File: src/rtl/uart_pkg.sv
// uart_pkg
//   Shared definitions for the UART transmit path: serializer state
//   encoding, data width and the number of bit slots in one 8N1 frame.
//   No ports; imported by uart_byte_fifo and uart_tx_fifo.
package uart_pkg;

    localparam int UART_DATA_W = 8;
    // start + 8 data + stop
    localparam int FRAME_BITS  = 10;

    typedef enum logic [1:0] {
        IDLE  = 2'd0,
        START = 2'd1,
        DATA  = 2'd2,
        STOP  = 2'd3
    } tx_state_t;

endpackage

File: src/rtl/uart_byte_fifo.sv
// uart_byte_fifo
//   Synchronous FIFO with a combinational head read (dout always shows
//   the oldest entry). Full/empty come straight from the registered
//   occupancy count, so neither flag depends on this cycle's push/pop.
// Ports:
//   CLK    system clock, rising edge
//   RST    asynchronous active-high reset, empties the FIFO
//   push   write din this cycle (ignored when full)
//   din    data to write
//   pop    discard the head entry this cycle (ignored when empty)
//   dout   head entry
//   full   DEPTH entries held
//   empty  no entries held
module uart_byte_fifo
    import uart_pkg::*;
#(
    parameter int DEPTH = 4,
    parameter int WIDTH = UART_DATA_W
) (
    input  logic             CLK,
    input  logic             RST,
    input  logic             push,
    input  logic [WIDTH-1:0] din,
    input  logic             pop,
    output logic [WIDTH-1:0] dout,
    output logic             full,
    output logic             empty
);

    localparam int            AW       = $clog2(DEPTH);
    localparam logic [AW:0]   FULL_CNT = (AW+1)'(DEPTH);
    localparam logic [AW-1:0] PTR_ONE  = AW'(1);
    localparam logic [AW:0]   CNT_ONE  = (AW+1)'(1);

    logic [WIDTH-1:0] mem [DEPTH];
    logic [AW-1:0]    wr_ptr;
    logic [AW-1:0]    rd_ptr;
    logic [AW:0]      count;
    logic             do_push;
    logic             do_pop;

    assign do_push = push && !full;
    assign do_pop  = pop && !empty;

    assign full  = (count == FULL_CNT);
    assign empty = (count == '0);
    assign dout  = mem[rd_ptr];

    // DEPTH is a power of two, so the pointers wrap by plain overflow.
    always_ff @(posedge CLK or posedge RST) begin
        if (RST) begin
            wr_ptr <= '0;
            rd_ptr <= '0;
            count  <= '0;
        end else begin
            if (do_push) wr_ptr <= wr_ptr + PTR_ONE;
            if (do_pop)  rd_ptr <= rd_ptr + PTR_ONE;
            case ({do_push, do_pop})
                2'b10:   count <= count + CNT_ONE;
                2'b01:   count <= count - CNT_ONE;
                default: count <= count;
            endcase
        end
    end

    // Storage needs no reset: an entry is only read after it was written.
    always_ff @(posedge CLK) begin
        if (do_push) mem[wr_ptr] <= din;
    end

endmodule

File: src/rtl/uart_tx_fifo.sv
// uart_tx_fifo
//   8N1 UART transmitter fed by a valid/ready byte stream. A small FIFO
//   absorbs bursts; the serializer drains it and sends frames
//   back-to-back when more bytes are waiting.
// Ports:
//   CLK       system clock, rising edge
//   RST       asynchronous active-high reset (abandons any frame)
//   wr_valid  upstream presents a byte
//   wr_data   byte to send, sampled only on wr_valid && wr_ready
//   wr_ready  FIFO not full
//   tx        registered serial line, idle high
//   tx_busy   frame in progress or bytes still queued
//
// state | meaning
// IDLE  | line high, waiting for a queued byte
// START | start bit (low) for one bit period
// DATA  | 8 data bits, LSB first, one bit period each
// STOP  | stop bit (high); chains into START if more bytes are queued
module uart_tx_fifo
    import uart_pkg::*;
#(
    parameter int CLKS_PER_BIT = 217,
    parameter int FIFO_DEPTH   = 4
) (
    input  logic                   CLK,
    input  logic                   RST,
    input  logic                   wr_valid,
    input  logic [UART_DATA_W-1:0] wr_data,
    output logic                   wr_ready,
    output logic                   tx,
    output logic                   tx_busy
);

    localparam int                BAUD_W    = $clog2(CLKS_PER_BIT);
    localparam logic [BAUD_W-1:0] BAUD_LAST = BAUD_W'(CLKS_PER_BIT - 1);
    localparam logic [BAUD_W-1:0] BAUD_ONE  = BAUD_W'(1);

    tx_state_t              state;
    logic [BAUD_W-1:0]      baud_cnt;
    logic [2:0]             bit_idx;
    logic [UART_DATA_W-1:0] sh;
    logic                   baud_end;

    logic                   fifo_push;
    logic                   fifo_pop;
    logic                   fifo_full;
    logic                   fifo_empty;
    logic [UART_DATA_W-1:0] fifo_dout;

    assign wr_ready  = !fifo_full;
    assign fifo_push = wr_valid && wr_ready;
    assign baud_end  = (baud_cnt == BAUD_LAST);
    assign tx_busy   = (state != IDLE) || !fifo_empty;

    uart_byte_fifo #(
        .DEPTH (FIFO_DEPTH),
        .WIDTH (UART_DATA_W)
    ) u_fifo (
        .CLK   (CLK),
        .RST   (RST),
        .push  (fifo_push),
        .din   (wr_data),
        .pop   (fifo_pop),
        .dout  (fifo_dout),
        .full  (fifo_full),
        .empty (fifo_empty)
    );

    // The head byte is taken either from idle or at the very end of a
    // stop bit, which is what makes consecutive frames gap-free.
    always_comb begin
        fifo_pop = 1'b0;
        case (state)
            IDLE:    fifo_pop = !fifo_empty;
            STOP:    fifo_pop = baud_end && !fifo_empty;
            default: fifo_pop = 1'b0;
        endcase
    end

    always_ff @(posedge CLK or posedge RST) begin
        if (RST) begin
            state    <= IDLE;
            baud_cnt <= '0;
            bit_idx  <= '0;
            sh       <= '0;
            tx       <= 1'b1;
        end else begin
            case (state)
                IDLE: begin
                    tx       <= 1'b1;
                    baud_cnt <= '0;
                    if (fifo_pop) begin
                        sh    <= fifo_dout;
                        tx    <= 1'b0;
                        state <= START;
                    end
                end
                START: begin
                    if (baud_end) begin
                        baud_cnt <= '0;
                        bit_idx  <= '0;
                        tx       <= sh[0];
                        state    <= DATA;
                    end else begin
                        baud_cnt <= baud_cnt + BAUD_ONE;
                    end
                end
                DATA: begin
                    if (baud_end) begin
                        baud_cnt <= '0;
                        sh       <= sh >> 1;
                        if (bit_idx == 3'd7) begin
                            tx    <= 1'b1;
                            state <= STOP;
                        end else begin
                            // sh[1] is the bit that lands in sh[0] after this shift
                            bit_idx <= bit_idx + 3'd1;
                            tx      <= sh[1];
                        end
                    end else begin
                        baud_cnt <= baud_cnt + BAUD_ONE;
                    end
                end
                STOP: begin
                    if (baud_end) begin
                        baud_cnt <= '0;
                        if (fifo_pop) begin
                            sh    <= fifo_dout;
                            tx    <= 1'b0;
                            state <= START;
                        end else begin
                            tx    <= 1'b1;
                            state <= IDLE;
                        end
                    end else begin
                        baud_cnt <= baud_cnt + BAUD_ONE;
                    end
                end
                default: begin
                    tx    <= 1'b1;
                    state <= IDLE;
                end
            endcase
        end
    end

endmodule

File: config.mk
export PLATFORM = sky130hd
export DESIGN_NAME = uart_tx_fifo
export DESIGN_NICKNAME = d
export VERILOG_FILES = /design/src/rtl/uart_pkg.sv /design/src/rtl/uart_byte_fifo.sv /design/src/rtl/uart_tx_fifo.sv
export SDC_FILE = /design/constraint.sdc
export NUM_CORES = 1
export LEC_CHECK = 0
export CAP_MARGIN = 20
export CORE_MARGIN = 2
export CORE_UTILIZATION = 59
export DETAILED_ROUTE_END_ITERATION = 6
export PLACE_DENSITY = 0.8
export SLEW_MARGIN = 15
export SYNTH_ARGS = -nofsm -noshare
export SYNTH_HDL_FRONTEND = slang
export SYNTH_SLANG_ARGS = --single-unit
File: constraint.sdc
create_clock -name CLK -period 3.05 [get_ports CLK]
set_input_delay 0.305 -clock CLK [delete_from_list [all_inputs] [get_ports CLK]]
set_output_delay 0.305 -clock CLK [all_outputs]
set_load 0.03 [all_outputs]
==> impl_metrics.yaml <==
clocking:
  hold_buffers: 0
  postCtsSetupBuffers: 0
  clockRootBuffer: "clkbuf_8"
  cts_buffer_depth: 2
  h-tree-depth: 3
  clkTransAtPathRegs_ps: 70
  cts_tree: "built"
  clkSinkCount: 61
  clkLatencyLatePin_ps: 330
  cts_resized: 0
  cts_made_buffers: 9
pwr:
  vdd_drop_max_v: 0.000468
  power_density_nw_per_um2: 978
  leakage_nw: 1.26
synthesis:
  synth.avg_cell_area_um2: 14.2
  synth_seq_cells: 61
  synth_compound_area_share_pct: 10.4
  synth_xor_area_share_pct: 3.73
  synth_top_area_share_pct: 34.1
  synth-warning-count: 0
  syn_area_um2: 2820
  synthSimpleGateAreaFrac_pct: 9.64
  ys_seq_area_share_pct: 59.9
  synthTopCellsByArea: "edfxtp_1 34%, dfrtp_1 25%, mux4_2 6.4%, ha_1 6.2%, a2bb2oi_1 2.2%"
  synth_fa_ha_area_share_pct: 6.93
  synth_top_family_by_area: "compound AO/OA/AOI/OAI gates"
  synthDistinctLibCells: 41
  syn_nets: 225
  yosysTopAreaCell: "edfxtp_1"
  synthMuxAreaShare_pct: 6.80
  netlist_instances: 199
timing:
  rsz0062_at_grt: "false"
  hold_viol: 0
  post-route-period-util_pct: 88.9
  layout_setup_ws_ps: 340
  maxSlewViolCount: 0
  min_period_ps: 2710
  fmax_ghz: 0.369
  worstMarginPinSlew_ps: 782
  fin_tns_setup_ps: 0
  setup_viol: 0
  finalClockSkew_ps: 8.24
  slew_headroom_pct: 47.9
floorplanning:
  start_util_pct: 60.4
  core_um2: 4660
  num_rows: 25
  io_pins: 14
  die_h_um: 73.1
  die_area_um2: 5340
  die_width_um: 73.1
worst_setup_path:
  cp_slowest_stage_delay_ps: 440
  required_ps: 3310
  critPathTopFamily: "adder cells"
  cp_num_buf_inv: 2
  startpoint_type: "flip-flop"
  critPathKind: "flip-flop to flip-flop"
  path_common_cell: "ha_1"
  slowest_stage: "nand2b_1"
  worstPathArrival_ps: 2970
  crit_chain: "inv_1 -> ha_1 -> nor3b_4 -> a31oi_1 -> nand2b_1 -> inv_6 -> ha_1 -> fa_1 -> xnor2_1 -> nor2_1 -> xor2_1"
  cp_max_fo: 9
  endpoint_kind: "flip-flop"
grt:
  gr-total-overflow: 0
  use_met2_pct: 36.9
  use_met3_pct: 5.66
  met1_usage_pct: 23.9
  grt_pass1_wl_um: 8210
  antenna_found_initial: 0
  grt_max_degree: 30
  grt_pass1_vias: 1779
  grt-busiest-layer: "met2"
  grtUsageTotal_pct: 21.6
place:
  placed_area_um2: 2990
  gp_congestion: 0.808
  port_buffers: 13
  dp_slack_ps: 362
  hpwl_um: 3430
  dp.cells: 261
status:
  status: "finished, final reports clean"
drt:
  wl_um: 4920
  vias: 1678
  drc: 0
  vias_per_cell: 6.06
  wire_per_inst_um: 17.8
  drtAntennaViolNets: 0
  drt_iter0_drc: 107
  detail_route.first_pass.iterations: 4
final_layout:
  stdcell_count: 277
  num-nets-final: 244
  design_area_um2: 3150
  area.growth.synth_to_final_pct: 12.0
  drive_gt1_share_pct: 15.7
  antennaDiodeCount: 0
  layout.cells.most_common_list: "32 x edfxtp_1, 28 x dfrtp_1, 15 x nor2_1"
  final_common_cell: "edfxtp_1"
worst_hold_path:
  min_path_type: "input pin to asynchronous set/reset pin"
job:
  drv_cap: 0
-- worst reg2reg max path, stage by stage (launching register included) --
cell	delay, ps
dfrtp_1	430
inv_1	70
ha_1	200
nor3b_4	160
a31oi_1	150
nand2b_1	440
inv_6	70
ha_1	260
fa_1	440
xnor2_1	130
nor2_1	140
xor2_1	160
-- per-layer routing --
metal,share of wire (%),wire length [um],up-vias
li1,-,-,777
met1,40,1990,842
met2,52,2570,40
met3,3.7,184,19
met4,3.6,175,0
met5,0,0,-
-- cell families (layout without fill, tap and decap cells) --
group | after synthesis | count (layout)
mux | 9 | 9
buf+inv | 16 | 40
simple gates | 51 | 51
fa+ha+maj | 15 | 15
flops | 61 | 61
xor+xnor | 12 | 12
compound gates | 35 | 35
-- state kept, by name, summed over array words and instances (netlist names) --
| name | count |
|---|---|
| sh | 8 |
| baud_cnt | 8 |
| u_fifo.count | 3 |
| tx | 1 |
| u_fifo.rd_ptr | 2 |
| bit_idx | 3 |
| u_fifo.mem | 32 |
| u_fifo.wr_ptr | 2 |
| state | 2 |
-- synth_stat cells --
master and count:
edfxtp_1 32, dfrtp_1 28, nor2_1 15, ha_1 14, inv_1 10, mux4_2 8
a2bb2oi_1 7, nand2b_1 7, nand3_1 7, a22o_1 6, and3_1 6, nand2_1 6
o31ai_1 6, xnor2_1 6, xor2_1 6, o21ai_0 4, a31oi_1 3, clkbuf_1 3
nor3_1 3, a21o_1 1, a21oi_1 1, a21oi_4 1, a22o_2 1, a2bb2oi_2 1
a32o_1 1, and2_1 1, and2_2 1, and3_2 1, and4_1 1, buf_2 1
buf_6 1, dfstp_2 1, fa_1 1, inv_6 1, mux2_2 1, nand2_2 1
nor3b_4 1, o21a_4 1, o22ai_1 1, o2bb2ai_1 1, or2_2 1
-- final timing paths --
kind	start	endpoint	slack, ps	cells after the start
worst max register to register	baud_cnt[0]	u_fifo.count[2]	340	11
min in group CLK	u_fifo.count[2]	u_fifo.count[2]	510	1
max in group asynchronous	RST	u_fifo.wr_ptr[0]	2300	2
worst min register to register	u_fifo.count[2]	u_fifo.count[2]	510	1
worst max-delay path	baud_cnt[0]	u_fifo.count[2]	340	11
worst min-delay path	RST	u_fifo.count[0]	360	2
-- metrics by stage --
stage          hold slack [ps]  power, mW  util, %
4_1_cts                    511       3.11     67.7
6_report                   361       3.08     67.7
5_1_grt                    423       3.29     67.7
2_1_floorplan              382       2.23        -
3_3_place_gp               483       2.41     64.1
3_5_place_dp               500       2.49     64.1
-- final cells by class --
type / instances / area [um2]
clock inverters: 6 / 40.0
repair buffers: 13 / 130
clock buffers: 10 / 128
multi-input cells: 122 / 1050
fillers: 324 / 1510
flip-flops and latches: 61 / 1690
well taps: 54 / 67.6
inverters: 11 / 46.3
-- where the power goes --
part	leakage, nW	internal, mW	switching, mW	total, mW
combinational	0.532	0.566	0.610	1.18
sequential	0.650	1.11	0.192	1.30
clock	0.0759	0.291	0.312	0.603
Note: power is estimated with default switching activity, not from simulation.
